### src/rtl/onehot_arb_pkg.sv
// Shared types and index/one-hot helpers for the eight-requester round-robin arbiter.
package onehot_arb_pkg;

   localparam int NUM_REQ = 8;
   localparam int IDX_W   = 3;

   typedef logic [NUM_REQ-1:0] onehot_t;
   typedef logic [IDX_W-1:0]   idx_t;

   // Pointer value after reset: "last granted" is 7, so requester 0 is searched first.
   localparam idx_t PTR_RESET = idx_t'(NUM_REQ - 1);

   function automatic idx_t onehot_to_idx(input onehot_t oh);
      idx_t idx;
      idx = '0;
      for (int i = 0; i < NUM_REQ; i++) begin
         if (oh[i]) begin
            idx = idx | idx_t'(i);
         end
      end
      return idx;
   endfunction

   function automatic onehot_t idx_to_onehot(input idx_t idx);
      onehot_t oh;
      oh      = '0;
      oh[idx] = 1'b1;
      return oh;
   endfunction

endpackage

### src/rtl/rr_pick.sv
// Combinational rotate-priority picker: searches ptr+1, ptr+2, ..., ptr (mod 8) for the first request.
module rr_pick
   import onehot_arb_pkg::*;
(
   input  onehot_t req,
   input  idx_t    ptr,
   output onehot_t win,
   output idx_t    win_idx
);

   idx_t w_cand [NUM_REQ];

   // Candidate k is the (k+1)-th index after ptr; the last candidate wraps back to ptr itself.
   generate
      for (genvar gi = 0; gi < NUM_REQ; gi++) begin : g_cand
         assign w_cand[gi] = ptr + idx_t'(gi + 1);
      end
   endgenerate

   always_comb begin
      logic w_found;
      win     = '0;
      win_idx = ptr;
      w_found = 1'b0;
      for (int k = 0; k < NUM_REQ; k++) begin
         if (!w_found && req[w_cand[k]]) begin
            w_found = 1'b1;
            win     = idx_to_onehot(w_cand[k]);
            win_idx = w_cand[k];
         end
      end
   end

endmodule

### src/rtl/rr_onehot_arbiter.sv
// Eight-requester round-robin arbiter with a registered one-hot select and payload output stage.
// Define RR_ARB_LOCK_EN to hold the grant on one requester until its in_last beat.
module rr_onehot_arbiter
   import onehot_arb_pkg::*;
#(
   parameter int WIDTH = 32
)
(
   input  logic                     clk,
   input  logic                     reset_n,
   input  logic [NUM_REQ-1:0]       in_valid,
   input  logic [NUM_REQ*WIDTH-1:0] in_data,
   input  logic [NUM_REQ-1:0]       in_last,
   output logic [NUM_REQ-1:0]       in_ready,
   output logic                     out_valid,
   input  logic                     out_ready,
   output logic [WIDTH-1:0]         out_data,
   output logic [NUM_REQ-1:0]       out_sel,
   output logic                     out_last
);

   logic             w_load;
   logic             w_xfer;
   onehot_t          w_req;
   onehot_t          w_win;
   idx_t             w_win_idx;
   logic [WIDTH-1:0] w_data_terms [NUM_REQ];
   logic [WIDTH-1:0] w_mux_data;
   logic             w_mux_last;

   logic             r_out_valid;
   onehot_t          r_out_sel;
   logic [WIDTH-1:0] r_out_data;
   idx_t             r_ptr;

   // The output register can take a new beat when empty or being drained this cycle.
   assign w_load = ~r_out_valid | out_ready;

`ifdef RR_ARB_LOCK_EN
   logic r_locked;
   idx_t r_lock_idx;
   logic r_out_last;

   // While a packet is open only its owner is visible to the picker.
   assign w_req = r_locked ? (in_valid & idx_to_onehot(r_lock_idx)) : in_valid;
`else
   logic w_unused_last;

   assign w_unused_last = ^in_last;
   assign w_req         = in_valid;
`endif

   rr_pick u_pick (
      .req     (w_req),
      .ptr     (r_ptr),
      .win     (w_win),
      .win_idx (w_win_idx)
   );

   assign w_xfer   = w_load & (|w_win);
   assign in_ready = w_load ? w_win : '0;

   // One-hot AND-OR payload mux; w_win is zero only when nothing is loaded.
   generate
      for (genvar gi = 0; gi < NUM_REQ; gi++) begin : g_mux
         assign w_data_terms[gi] = in_data[gi*WIDTH +: WIDTH] & {WIDTH{w_win[gi]}};
      end
   endgenerate

   always_comb begin
      w_mux_data = '0;
      for (int i = 0; i < NUM_REQ; i++) begin
         w_mux_data = w_mux_data | w_data_terms[i];
      end
   end

   assign w_mux_last = |(in_last & w_win);

   always_ff @(posedge clk or negedge reset_n) begin
      if (!reset_n) begin
         r_out_valid <= 1'b0;
         r_out_sel   <= '0;
         r_out_data  <= '0;
      end else if (w_load) begin
         if (w_xfer) begin
            r_out_valid <= 1'b1;
            r_out_sel   <= w_win;
            r_out_data  <= w_mux_data;
         end else begin
            // Drained with nothing to replace it; payload is left as-is.
            r_out_valid <= 1'b0;
            r_out_sel   <= '0;
         end
      end
   end

`ifdef RR_ARB_LOCK_EN
   // Pointer moves only when a packet closes, so a locked owner keeps its place in the rotation.
   always_ff @(posedge clk or negedge reset_n) begin
      if (!reset_n) begin
         r_ptr      <= PTR_RESET;
         r_locked   <= 1'b0;
         r_lock_idx <= '0;
         r_out_last <= 1'b0;
      end else if (w_xfer) begin
         r_out_last <= w_mux_last;
         if (w_mux_last) begin
            r_ptr    <= w_win_idx;
            r_locked <= 1'b0;
         end else begin
            r_locked   <= 1'b1;
            r_lock_idx <= w_win_idx;
         end
      end
   end

   assign out_last = r_out_last;
`else
   always_ff @(posedge clk or negedge reset_n) begin
      if (!reset_n) begin
         r_ptr <= PTR_RESET;
      end else if (w_xfer) begin
         r_ptr <= w_win_idx;
      end
   end

   assign out_last = 1'b1;
`endif

   assign out_valid = r_out_valid;
   assign out_sel   = r_out_sel;
   assign out_data  = r_out_data;

endmodule
### config.mk
export PLATFORM = sky130hd
export DESIGN_NAME = rr_onehot_arbiter
export DESIGN_NICKNAME = d
export VERILOG_FILES = /design/src/rtl/onehot_arb_pkg.sv /design/src/rtl/rr_pick.sv /design/src/rtl/rr_onehot_arbiter.sv
export SDC_FILE = /design/constraint.sdc
export NUM_CORES = 1
export LEC_CHECK = 0
export CAP_MARGIN = 20
export CORE_AREA = 2 2 127 129
export DETAILED_ROUTE_END_ITERATION = 8
export DIE_AREA = 0 0 129 131
export PLACE_DENSITY_LB_ADDON = 0.1
export SYNTH_ARGS = -nofsm -noshare
export SYNTH_HDL_FRONTEND = slang
export SYNTH_SLANG_ARGS = --single-unit
### constraint.sdc
create_clock -name clk -period 5.7 [get_ports clk]
set_input_delay 1.71 -clock clk [delete_from_list [all_inputs] [get_ports clk]]
set_output_delay 1.71 -clock clk [all_outputs]
set_load 0.01 [all_outputs]
==> metrics, run 1 <==
Total Nets Final=1230; Placement Cell Area=0.00873 mm^2; synth cell count leaders=64 x a222oi_1, 64 x nor2_1, 47 x a21oi_1, 43 x nand2_1, 41 x dfrtp_1; CP arrival=4.03 ns; RSZ-0062 raised after global routing=true; Synth top area share=0.217; setup tns final=-0.127 ns; Root Buffer=clkbuf_16; Final setup viols=4; maxcap violations=0; Avg Cell Area, Syn=8.30 um^2; Setup WS post-layout=-0.0435 ns; TritonCTS Buffers=5; die area=0.0169 mm^2; proportion of layout cells with a drive suffix above 1=0.228; CTS clk-pin slew, worst paths=0.06 ns; cells taking the most area after synthesis=dfrtp_1 22%, a222oi_1 14%, mux4_2 5.7%; antenna violations before repair=1; CTS tree=built; Clk pwr share=0.042; RR Startpoint=r_ptr[0]$_DFFE_PN1P_; critical path launch point=in_valid[0]; Slew @ Worst Pin=0.624 ns; register area share after synthesis=0.234; Setup Crit Path Kind=primary input to primary output; R2R Setup Slk=1.07 ns; status=finished with violations; detailed-route wire length per cell=25.1 um; Pwr Density=908 mW/mm^2; global-route wire length before repair=41300 um; final-report hold violation count=0; Post-Synthesis Net Count=850; vias=6920; core area=0.0156 mm^2; Max VDD drop=646 uV; Slew Viols, Final=0; initial DRC count=961; Leakage=3.67 nW; number of flops mapped to enable cells by yosys=0; Clock Latency Late Sink=0.30 ns; gr usage total=0.331; most used flip-flop cell after synthesis=dfrtp_1; Seq cells post-synth=44; clk buf depth=2; final instance area=0.00929 mm^2; Starting Density=0.303; Int Pwr=4.18 mW; Tmin final=5.74 ns; cells after synthesis=569; CTS sink count=44; number of global-route vias before repair=6795; Final ANT Viol Nets=0; Worst Hold Launch=out_sel[1]$_DFFE_PN0P_; crit-path max FO=5; Syn-to-layout area delta=96.8%; H-tree depth=2; Reg power frac=0.074; dpl ws=-1.00 ns; pin count of the biggest net entering global routing=45; ys async rst share=1.00; yosys warns=0; First-pass DRT Iterations=9; cell accounting for the most synthesized area=dfrtp_1; hold buffers post-CTS=0; Sw Share=0.504; Min-Delay Path Class=flop to flop; combinational power share=0.884; I/O Buffers=315; WP data required=3.99 ns; I/O pins=325; Post-Route WL=29300 um; fillcell total=1432; Max transition margin=0.584; Final HPWL DP=23100 um; # DRC=0; grt total ovfl=0; Max Fclk=174 MHz; startpoint type of the worst setup path=primary input; final cycle utilization of the critical path=1.01; GPL Wtd Cong=0.957; mean number of vias per cell=5.93; num rows=46; DIE HEIGHT=131 um; post-synth cell types=64; Critical Path End Type=primary output; Syn Std Cell Area=0.00472 mm^2; clk_skew=0.0120 ns; sw power=4.26 mW; failing checks=setup timing; Die Wd=129 um
## power by group through the flow
stage | Sequential, mW | Combinational [mW] | Clock (mW)
after detailed placement | 0.631 | 6.87 | 0
after global routing | 0.645 | 7.98 | 0.370
after floorplan | 0.676 | 4.19 | 0
final | 0.628 | 7.46 | 0.352
after global placement | 0.626 | 6.81 | 0
after CTS | 0.627 | 7.16 | 0.358
## state kept, by name, indices dropped and copies added, names as in the netlist
| signal | cells |
|---|---|
| out_data | 32 |
| out_sel | 8 |
| r_ptr | 3 |
| out_valid | 1 |
## metal layers
layer / up-vias / share of wire / global-route usage
li1: 3070 / - / -
met1: 3354 / 0.36 / 0.389
met2: 416 / 0.50 / 0.575
met3: 80 / 0.089 / 0.0753
met4: 0 / 0.049 / 0.159
met5: - / 0 / 0
## through the flow
stage          std cells   util  total power [mW]  hold WS [ns]
3_3_place_gp        1145  0.560              7.43         0.457
3_5_place_dp        1145  0.560              7.50         0.471
5_1_grt             1167  0.596              9.00         0.496
6_report            1167  0.596              8.44         0.480
2_1_floorplan        569      -              4.86         0.518
4_1_cts             1163  0.586              8.15         0.485
## path summary, 6_finish.rpt
path	to	cells after the start
max reg2reg	out_data[29]$_DFFE_PN0P_	17
min reg2reg	out_sel[1]$_DFFE_PN0P_	1
max	in_ready[1]	11
min	out_sel[1]$_DFFE_PN0P_	1
min in group asynchronous	out_data[29]$_DFFE_PN0P_	2
max in group asynchronous	out_valid$_DFFE_PN0P_	2
## layout make-up
type | count | area [um^2] | area share
clock buffers | 6 | 139 | 0.0149
well taps | 216 | 270 | 0.0291
flip-flops and latches | 44 | 1100 | 0.119
clock inverters | 2 | 38.8 | 0.00417
repair buffers | 431 | 4090 | 0.440
diodes | 1 | 2.50 | 0.000269
inverters | 6 | 22.5 | 0.00242
multi-input cells | 461 | 3620 | 0.390
## placed cells by master (no fill, tap or decap), types with 8 or more instances in the layout
master	count
a21oi_1	43
a222oi_1	64
a22oi_1	34
and3_1	37
buf_4	108
buf_6	17
clkdlybuf4s50_1	298
dfrtp_1	41
mux2_4	8
mux4_2	12
nand2_1	42
nand3_1	17
nor2_1	63
o21ai_0	17
## critical path: stages
cell and delay (ns):
buf_8 0.11, mux2_4 0.29, mux4_2 0.58, buf_6 0.17, nor2_4 0.10, o32ai_2 0.11
or4_4 0.43, o211ai_1 0.10, a22o_2 0.17, and2_4 0.15, buf_6 0.10
## cell families (layout without fill, tap and decap cells)
logic type	count (synthesis)	after routing	synth area share
adders and majority gates	6	6	0.0159
DFF	44	44	0.234
buffers and inverters	64	445	0.0631
other	1	2	0.000794
muxes	37	37	0.117
xor gates and xnor gates	5	5	0.0125
AOI/OAI and AO/OA	215	215	0.352
and+or+nand+nor	197	197	0.205
## what timing repair did
| action | in CTS | in global routing |
|---|---|---|
| gates resized for setup | 123 | 22 |
| gates cloned | 0 | 0 |
| pin swaps | 13 | 9 |
| endpoints found under the setup margin | 8 | 8 |
| setup buffers | 10 | 3 |
(Power assumes the default switching activity.)
==> run 2, diff against run 1 <==
--- a/config.mk
+++ b/config.mk
@@ -10,6 +10,8 @@
 export DETAILED_ROUTE_END_ITERATION = 8
 export DIE_AREA = 0 0 129 131
 export PLACE_DENSITY_LB_ADDON = 0.1
+export RECOVER_POWER = 50
+export SETUP_SLACK_MARGIN = 0.4
 export SYNTH_ARGS = -nofsm -noshare
 export SYNTH_HDL_FRONTEND = slang
 export SYNTH_SLANG_ARGS = --single-unit
==> metrics, run 2 (synthesis gave the netlist of run 1 again) <==
WP data required=3.99 ns (about the same); status=finished with violations; sw power=4.32 mW (+1.5%); number of global-route vias before repair=6941 (+2.1%); vias=6891 (-0.42%); Slew Viols, Final=45 (+45); CTS sink count=44 (unchanged); global-route wire length before repair=42100 um (+2.0%); startpoint type of the worst setup path=primary input; Starting Density=0.303 (unchanged); Worst Hold Launch=out_sel[1]$_DFFE_PN0P_; Slew @ Worst Pin=2.57 ns (+1.94 ns); DIE HEIGHT=131 um (unchanged); Clk pwr share=0.042 (about the same); Hold Slack=0.482 ns (+0.00177 ns); RR Startpoint=r_ptr[0]$_DFFE_PN1P_; Die Wd=129 um (unchanged); I/O Buffers=315 (unchanged); num rows=46 (unchanged); TritonCTS Buffers=5 (unchanged); clk_skew=0.00817 ns (-0.00382 ns); hold buffers post-CTS=0 (unchanged); GPL Wtd Cong=0.937 (-2.1%); Max transition margin=-0.712 (-1.30); failing checks=capacitance limit, slew limit, setup timing; Total Nets Final=1237 (+0.57%); gr usage total=0.332 (+0.00118); Syn-to-layout area delta=99.0%; commonest non-fill, non-tap cells in the layout=277 x clkdlybuf4s50_1, 108 x buf_4, 64 x a222oi_1, 63 x nor2_1, 44 x a21oi_1; Largest register FFs=32 (unchanged); worst r2r path cells=15 (-2); Sw Share=0.509 (+0.00457); Setup WS post-layout=-0.0862 ns (-0.0427 ns); Final ANT Viol Nets=0 (unchanged); Setup Crit Path Kind=primary input to primary output; CTS tree=built; Min-Delay Path Class=flop to flop; pin count of the biggest net entering global routing=45 (unchanged); Max Fclk=173 MHz (-0.74%); Pwr Density=904 mW/mm^2 (-0.51%); Post-Route WL=29700 um (+1.3%); Hold Path Cell Cnt=1 (unchanged); I/O pins=325 (unchanged); Tmin final=5.79 ns (+0.0427 ns); Root Buffer=clkbuf_16; final cycle utilization of the critical path=1.02 (+0.00750); # DRC=0 (unchanged); Final HPWL DP=22800 um (-1.3%); antenna violations before repair=3 (+2); most common cell after layout, fill and taps aside=clkdlybuf4s50_1; combinational power share=0.885 (about the same); reg2reg end=out_data[10]$_DFFE_PN0P_; maxcap violations=1 (+1); Max VDD drop=846 uV (+31%); Critical Path End Type=primary output; Reg power frac=0.073 (about the same); core area=0.0156 mm^2 (unchanged); dpl ws=-1.04 ns (-0.0326 ns); Finished Core Util=0.603 (+0.00682); R2R Setup Slk=1.09 ns (+0.02 ns); First-pass DRT Iterations=8 (-1); CP arrival=4.08 ns (+0.05 ns); mean number of vias per cell=5.87 (-1.0%); H-tree depth=2 (unchanged); Int Pwr=4.17 mW (-0.30%); RSZ-0062 raised after global routing=true; initial DRC count=796 (-17%); Leakage=3.71 nW (+1.2%); die area=0.0169 mm^2 (unchanged); crit-path max FO=5 (unchanged); Placement Cell Area=0.00871 mm^2 (-0.21%); grt total ovfl=0 (unchanged); final-report hold violation count=0 (unchanged); Clock Latency Late Sink=0.29 ns (about the same); CTS clk-pin slew, worst paths=0.06 ns (about the same); hold endpoint=out_sel[1]$_DFFE_PN0P_; setup tns final=-0.247 ns (-0.120 ns); detailed-route wire length per cell=25.3 um (+0.69%); proportion of layout cells with a drive suffix above 1=0.240 (+0.0119); Final setup viols=5 (+1); clk buf depth=2 (unchanged); final instance area=0.00940 mm^2 (+1.1%)
==> run 2: cell types whose count changed in the layout (fill, tap and decap cells not counted), sizes merged <==
cell           delta
buf               +6
clkinv            -1
clkbuf            +2
clkdlybuf4s50    -21
dlygate4sd3      +21
==> run 2: final cells by class <==
type / instances / area (um^2)
multi-input combinational: 461 / 3640
timing repair buffer: 438 / 4170
clock inverter: 1 / 30.0
antenna: 1 / 2.50
fill: 1419 / 6200
clock buffer: 7 / 153
tap: 216 / 270
inverter: 6 / 22.5
sequential: 44 / 1100
==> run 2: worst max path at each step <==
stage	start	end	slack, ns
finish	in_valid[6]	in_ready[6]	-0.09
global route	in_valid[1]	in_ready[6]	-0.16
CTS	in_valid[6]	in_ready[6]	-0.10
detailed placement	in_valid[4]	in_ready[4]	-1.04
global placement	in_valid[4]	in_ready[4]	-1.02
floorplan	in_valid[0]	in_ready[6]	-0.07
==> run 2: per-layer routing <==
metal / routed length, um / up-vias / GRT usage
li1: - / 3073 / -
met1: 11300 / 3328 / 0.406
met2: 14400 / 429 / 0.575
met3: 3070 / 61 / 0.0822
met4: 957 / 0 / 0.114
met5: 0 / - / 0
==> run 2: stage by stage <==
step                      total power, mW  instances
after global routing                 9.02       1173
after global placement               7.38       1141
after floorplan                      4.94        569
after CTS                            8.29       1170
after detailed placement             7.50       1141
final                                8.49       1174
==> run 2: timing repair <==
action / 4_1_cts / 5_1_grt
endpoints found under the setup margin: 42 / 8
gates cloned: 0 / 0
gates resized for setup: 134 / 18
pin swaps: 15 / 13
buffers inserted: 21 / 3
==> run 2: power groups by stage <==
stage,Clock [mW],Combinational (mW),Sequential [mW]
global route,0.377,8.00,0.639
detailed placement,0,6.88,0.624
finish,0.357,7.52,0.621
floorplan,0,4.26,0.676
CTS,0.364,7.30,0.622
global placement,0,6.76,0.618
==> run 2: worst max-delay path: stages <==
cell and delay (ns):
buf_8 0.11, mux2_4 0.30, mux4_2 0.56, nor3_2 0.23, and3_4 0.23, mux2i_1 0.22, nand3_1 0.15, a221oi_4 0.27
and2_4 0.20, buf_6 0.10
